`config.mk`:
```
export PLATFORM = sky130hd
export DESIGN_NAME = priority_decoder3to8_seq
export DESIGN_NICKNAME = d
export VERILOG_FILES = /design/src/rtl/priority_decoder3to8_seq.sv
export SDC_FILE = /design/constraint.sdc
export NUM_CORES = 1
export LEC_CHECK = 0
export ABC_AREA = 1
export BUFFER_PORTS_ARGS = -buffer_cell sky130_fd_sc_hd__buf_2
export CAP_MARGIN = 20
export CORE_UTILIZATION = 55
export CTS_CLUSTER_DIAMETER = 50
export DETAILED_ROUTE_END_ITERATION = 10
export GPL_TIMING_DRIVEN = 0
export HOLD_SLACK_MARGIN = 0.06
export PLACE_DENSITY = 0.82
export SETUP_SLACK_MARGIN = 0.05
export SYNTH_ARGS = -nofsm -noshare
export SYNTH_HDL_FRONTEND = slang
export SYNTH_SLANG_ARGS = --single-unit
```
`constraint.sdc`:
```
create_clock -name clk -period 3.9 [get_ports clk]
set_clock_uncertainty 0.1 [all_clocks]
set_input_delay 1.17 -clock clk [delete_from_list [all_inputs] [get_ports clk]]
set_output_delay 1.17 -clock clk [all_outputs]
set_load 0.02 [all_outputs]
```
`src/rtl/priority_decoder3to8_seq.sv`:
```
// Registered 3-to-8 decoder for a priority-encoder code stream: one code per handshake,
// each decoded line held for HOLD cycles, then a one-cycle all-zero gap, plus a sticky history.
module priority_decoder3to8_seq #(
    parameter int unsigned HOLD = 4
) (
    input  logic       clk,
    input  logic       rst_n,
    input  logic [2:0] y,
    input  logic       idle,
    input  logic       in_valid,
    output logic       in_ready,
    output logic [7:0] data_out,
    output logic       out_valid,
    output logic       idle_seen,
    output logic [2:0] last_code,
    output logic [7:0] history,
    input  logic       hist_clr
);

    localparam int unsigned CW = $clog2(HOLD + 1);

    typedef enum logic [1:0] {
        S_IDLE,
        S_DRIVE,
        S_GAP
    } state_t;

    state_t        state_q;
    logic [CW-1:0] cnt_q;
    logic [7:0]    data_out_q;
    logic          out_valid_q;
    logic          in_ready_q;
    logic          idle_seen_q;
    logic [2:0]    last_code_q;
    logic [7:0]    history_q;
    logic [7:0]    history_d;
    logic          accept;
    logic [7:0]    line;

    always_comb begin
        accept = in_valid && in_ready_q;
        line   = 8'(1) << y;
    end

    // Clear takes effect first so a colliding non-idle accept leaves only its own bit.
    always_comb begin
        history_d = hist_clr ? '0 : history_q;
        if (accept && !idle) begin
            history_d = history_d | line;
        end
    end

    always_ff @(posedge clk) begin
        if (!rst_n) begin
            state_q     <= S_IDLE;
            cnt_q       <= '0;
            data_out_q  <= '0;
            out_valid_q <= 1'b0;
            in_ready_q  <= 1'b1;
            idle_seen_q <= 1'b0;
            last_code_q <= '0;
            history_q   <= '0;
        end else begin
            idle_seen_q <= 1'b0;
            history_q   <= history_d;
            case (state_q)
                S_IDLE: begin
                    if (accept) begin
                        if (idle) begin
                            idle_seen_q <= 1'b1;
                        end else begin
                            state_q     <= S_DRIVE;
                            cnt_q       <= CW'(HOLD);
                            data_out_q  <= line;
                            out_valid_q <= 1'b1;
                            in_ready_q  <= 1'b0;
                            last_code_q <= y;
                        end
                    end
                end
                S_DRIVE: begin
                    cnt_q <= cnt_q - CW'(1);
                    if (cnt_q == CW'(1)) begin
                        state_q     <= S_GAP;
                        data_out_q  <= '0;
                        out_valid_q <= 1'b0;
                    end
                end
                S_GAP: begin
                    state_q    <= S_IDLE;
                    in_ready_q <= 1'b1;
                end
                default: begin
                    state_q     <= S_IDLE;
                    cnt_q       <= '0;
                    data_out_q  <= '0;
                    out_valid_q <= 1'b0;
                    in_ready_q  <= 1'b1;
                end
            endcase
        end
    end

    assign in_ready  = in_ready_q;
    assign data_out  = data_out_q;
    assign out_valid = out_valid_q;
    assign idle_seen = idle_seen_q;
    assign last_code = last_code_q;
    assign history   = history_q;

endmodule
```
### Word-level counts from Yosys, hierarchy flattened

Index checks and enable logic that the tools add are counted.

| word-level totals | value |
|---|---|
| latch bits | 0 |
| memories | 0 |
| memory bits (writable) | 0 |
| bits in read-only memories | 0 |
| output and inout port bits | 22 |
| flip-flop bits (word level) | 27 |

| cells by class | value |
|---|---|
| div/mod/pow operators | 0 |
| mux-type cells | 21 |
| eq/ne operators | 6 |
| $mul | 0 |
| $lt $le $gt $ge | 0 |
| add/sub/neg operators | 1 |
| shifts and indexed selects | 1 |
| bitwise logic cells | 4 |
| reduce and logical (&&, ||, !) cells | 10 |

Operators by type and width:

| kind | number |
|---|---|
| two-way mux 8 bit | 5 |
| case mux 8 bit (3 select lines) | 1 |
| AND reduction 3 bit | 5 |
| case mux 3 bit (3 select lines) | 1 |
| bitwise OR 8 bit | 1 |
| << shifter 1 x 3 -> 8 bit (first input constant) | 1 |
| two-way mux 1 bit | 6 |
| two-way mux 2 bit | 3 |
| two-way mux 3 bit | 2 |
| inequality test 2 bit (second input constant) | 3 |
| case mux 2 bit (2 select lines) | 1 |
| AND reduction 4 bit | 1 |
| == test 3 x 1 -> 1 bit (second input constant) | 1 |
| NOT 1 bit | 3 |
| case mux 1 bit (3 select lines) | 1 |
| subtractor 3 x 1 -> 3 bit (second input constant) | 1 |
| == test 2 x 1 -> 1 bit (second input constant) | 1 |
| == test 2 bit (second input constant) | 1 |
| logical AND 1 bit | 2 |
| zero test 2 bit | 1 |
| case mux 1 bit (2 select lines) | 1 |
| zero test 1 bit | 1 |

### Longest topological paths before layout

| depth | value |
|---|---|
| depth after elaboration | 4 |
| depth in mapped cells | 8 |

### Worst setup path after synthesis

Ideal clock, no wire load.

| timing | value |
|---|---|
| path kind | input to register |
| start point | input in_valid |
| end point | register data_out_q[0], in the netlist data_out[0] |
| library setup time | 64 ps |
| path buffers | 0 |
| path slack | 1984 ps |
| data arrival time | 1752 ps |
| cell stages on the path | 6 |
| cells stage by stage | nand2_1 -> o21bai_2 -> nand3_2 -> inv_2 -> nor2_1 -> nor2_1 |

| between the ends | value |
|---|---|
| longest elaborated chain between the ends | 3 |

Ends and longest elaborated chain:

| item | RTL line | RTL |
|---|---|---|
| from (decl) | 10 | `input logic in_valid,` |
| logical AND 1 bit | 41 | `accept = in_valid && in_ready_q;` |
| inequality test 2 bit (no source line) | n/a |  |
| AND reduction 4 bit (no source line) | n/a |  |
| to (signal assigned) | 74 | `data_out_q <= line;` |
| to (decl) | 30 | `logic [7:0] data_out_q;` |

No other way between the ends.
A chain may end at the register's enable or synchronous reset.

### Final worst setup path

| timing | value |
|---|---|
| start point | register in_ready_q, in the netlist in_ready |
| end point | output in_ready |

RTL lines:

| item | RTL line | RTL |
|---|---|---|
| from (decl) | 32 | `logic in_ready_q;` |
| from (signal assigned) | 59 | `in_ready_q <= 1'b1;` |
| from (signal assigned) | 76 | `in_ready_q <= 1'b0;` |
| from (signal assigned) | 91 | `in_ready_q <= 1'b1;` |
| to (decl) | 11 | `output logic in_ready,` |

No word-level cell between the ends.

==> results.tsv <==
stage	metric	value	unit
status	run status	complete, no violations	
floorplan	FP Rows	16	
clocking	CTS Root Cell	clkbuf_4	
timing	crit share post-route	55.80	%
pwr	pwr/cell area	393.3	nW/um^2
setup_path	crit path DAT	0.91	ns
job	max_cap viols	0	
clocking	Clock Sinks	27	
setup_path	worst-path cell chain	buf_2	
clocking	Clk pin slew, worst setup/hold paths	0.14	ns
route	DR top layer	met4	
timing	setup tns final	0	ns
layout	final instance area	1399	sq um
timing	Final setup viols	0	
timing	RSZ-0062 raised after global routing	false	
setup_path	CP Launch Type	register	
floorplan	die area	2361	sq um
layout	final core utilization	69.88	%
hold_path	Hold Crit Class	reg -> reg	
route	metal2 WL	1189	um
yosys	top cells by area, synth	dfxtp_1 (45%), nand2_1 (10%), nor2_1 (7.5%)	
layout	multi-input logic area	566.8	sq um
clocking	CTS Hold Bufs	0	
route	Vias/cell	5.153	
setup_path	critical path required time	2.63	ns
floorplan	Ports	30	
global_routing	first-pass GRT wire length	4153	um
timing	Least-Margin Pin Slew	0.4321	ns
global_routing	gr usage total	21.76	%
clocking	worst skew pair latency	0.32	ns
clocking	CTS tree	done	
setup_path	CP top delay family	flip-flops	
yosys	register bit total from synthesis	27	
clocking	clk buf depth	2	
setup_path	Setup CP Type	reg -> out	
layout	commonest non-fill, non-tap cells in the layout	nand2_1 (33), buf_2 (29), dfxtp_1 (27)	
yosys	Mapped Area	1194	sq um
route	post-detailed-routing wire length	2337	um
placement	GP Congestion	0.8734	
yosys	top cell type by total area after synthesis	dfxtp_1	
route	WL/cell	10.82	um
route	wl on met1	1058	um
setup_path	CP max FO	4	
timing	worst hold margin	0.3706	ns
layout	Final #Nets	200	
yosys	post-synthesis sequential area ratio	45.28	%
layout	Diodes inserted	0	
floorplan	Core Region	2002	sq um
layout	Area Growth Syn to Fin	17.19	%
timing	Final Hold Vio Count	0	
yosys	syn_nets	166	
floorplan	Die Width	48.59	um
timing	Slew Viols, Final	0	
clocking	H-tree levels	1	
setup_path	CP bufs+invs	1	
pwr	Power Total	0.5502	mW
layout	share of cells above drive strength 1	25.93	%
setup_path	Max stage delay cell, worst path	dfxtp_1	
global_routing	GR Overflow Total	0	
layout	Reg area	540.5	sq um
yosys	Cells after Synth	156	
route	WL met3	72	um
floorplan	Initial Util	59.63	%
placement	post-DP HPWL	1848	um
setup_path	slowest stage delay, CP	0.40	ns
yosys	synth warn	0	
clocking	Post-CTS Repair Setup Buffers	0	
setup_path	endpoint class of the critical path	output port	
yosys	post-synthesis cell type count	25	
layout	layout filler cell count	190	
pwr	Peak VDD IR	0.2669	mV
yosys	Synth top area share	45.28	%
yosys	Syn Area/Cell	7.652	sq um
route	DRC	0	
global_routing	largest net degree at the start of global routing	15	
timing	min cycle time layout	2.176	ns
route	total number of vias	1113	
global_routing	initial antenna violation count	0	
timing	Fmax achieved	459.5	MHz
clocking	Num CTS Buffers	3	
placement	Port Buffers	29	
route	Post-DRT Antenna Nets	0	
route	router iterations before antenna repair	4	
clocking	Resize count post-CTS	0	
route	initial drt markers	35	
timing	Max transition margin	71.19	%
pwr	Pleak	0.6631	nW
placement	placed inst area	1373	sq um
floorplan	Die H	48.59	um
layout	most common cell after layout, fill and taps aside	nand2_1	
global_routing	vias in the first global route	1004	
==> flip-flops by register name (all words and copies together) (netlist names) <==
signal and flops:
cnt_q 3, history 8, last_code 3, idle_seen 1, in_ready 1, data_out 8, state_q 2, out_valid 1
==> kinds of logic (layout without fill, tap and decap cells) <==
family                     after synthesis  after routing  synth area share (%)
DFF                                     27             27                 45.28
buffers and inverters                   19             52                 7.232
adders and majority gates                2              2                 2.096
and+or+nand+nor                         84             84                 31.76
AOI/OAI and AO/OA                       24             24                 13.63
==> metal layers <==
| metal | global-route usage (%) | vias to the layer above |
|---|---|---|
| li1 | - | 573 |
| met4 | 6.373 | 0 |
| met5 | 0 | - |
| met3 | 3.145 | 2 |
| met2 | 38.73 | 23 |
| met1 | 27.17 | 515 |
==> cell usage after synthesis <==
master and instances:
nand2_1 33, dfxtp_1 27, nor2_1 24, a21oi_1 11, inv_1 10, nand3_1 10, nor3_1 7, inv_2 5
o21ai_0 5, a22oi_1 4, buf_6 2, ha_1 2, nand3_2 2, nand4_1 2, nor2_4 2, a21oi_2 1
a21oi_4 1, clkbuf_1 1, clkinv_1 1, nor2_2 1, nor4_1 1, o21ai_4 1, o21bai_2 1, or2_1 1
or2_2 1
==> report_power, final <==
part | total (mW) | leakage, nW | switching (mW) | internal (mW)
Combinational | 0.128 | 0.427 | 0.0833 | 0.0445
Clock | 0.118 | 0.0150 | 0.0775 | 0.0400
Sequential | 0.305 | 0.221 | 0.0102 | 0.295
==> through the flow <==
stage / cells / worst slack, ns
floorplan: 156 / 1.984
global placement: 212 / 1.744
detailed placement: 212 / 1.695
CTS: 216 / 1.721
global route: 216 / 1.700
finish: 216 / 1.724
==> worst min-delay path, delay by kind of cell (launching register included) <==
family | cells | cell delay, ns
simple gates | 1 | 0.06
flops | 1 | 0.33
compound gates | 1 | 0.05
==> final timing paths <==
path,depth (start not counted),end,slack (ns),start
hold reg to reg,2,out_valid,0.37,out_valid
setup reg to reg,7,cnt_q[2],2.49,cnt_q[0]
setup / recovery,1,in_ready,1.72,in_ready
hold / removal,2,out_valid,0.37,out_valid
==> final cells by class <==
type | count | area share [%]
multi-input combinational | 110 | 40.52
buffer | 3 | 1.878
timing repair buffer | 29 | 10.38
clock buffer | 4 | 1.878
tap | 27 | 2.415
inverter | 16 | 4.293
sequential | 27 | 38.64
Note: power is estimated with default switching activity, not from simulation.
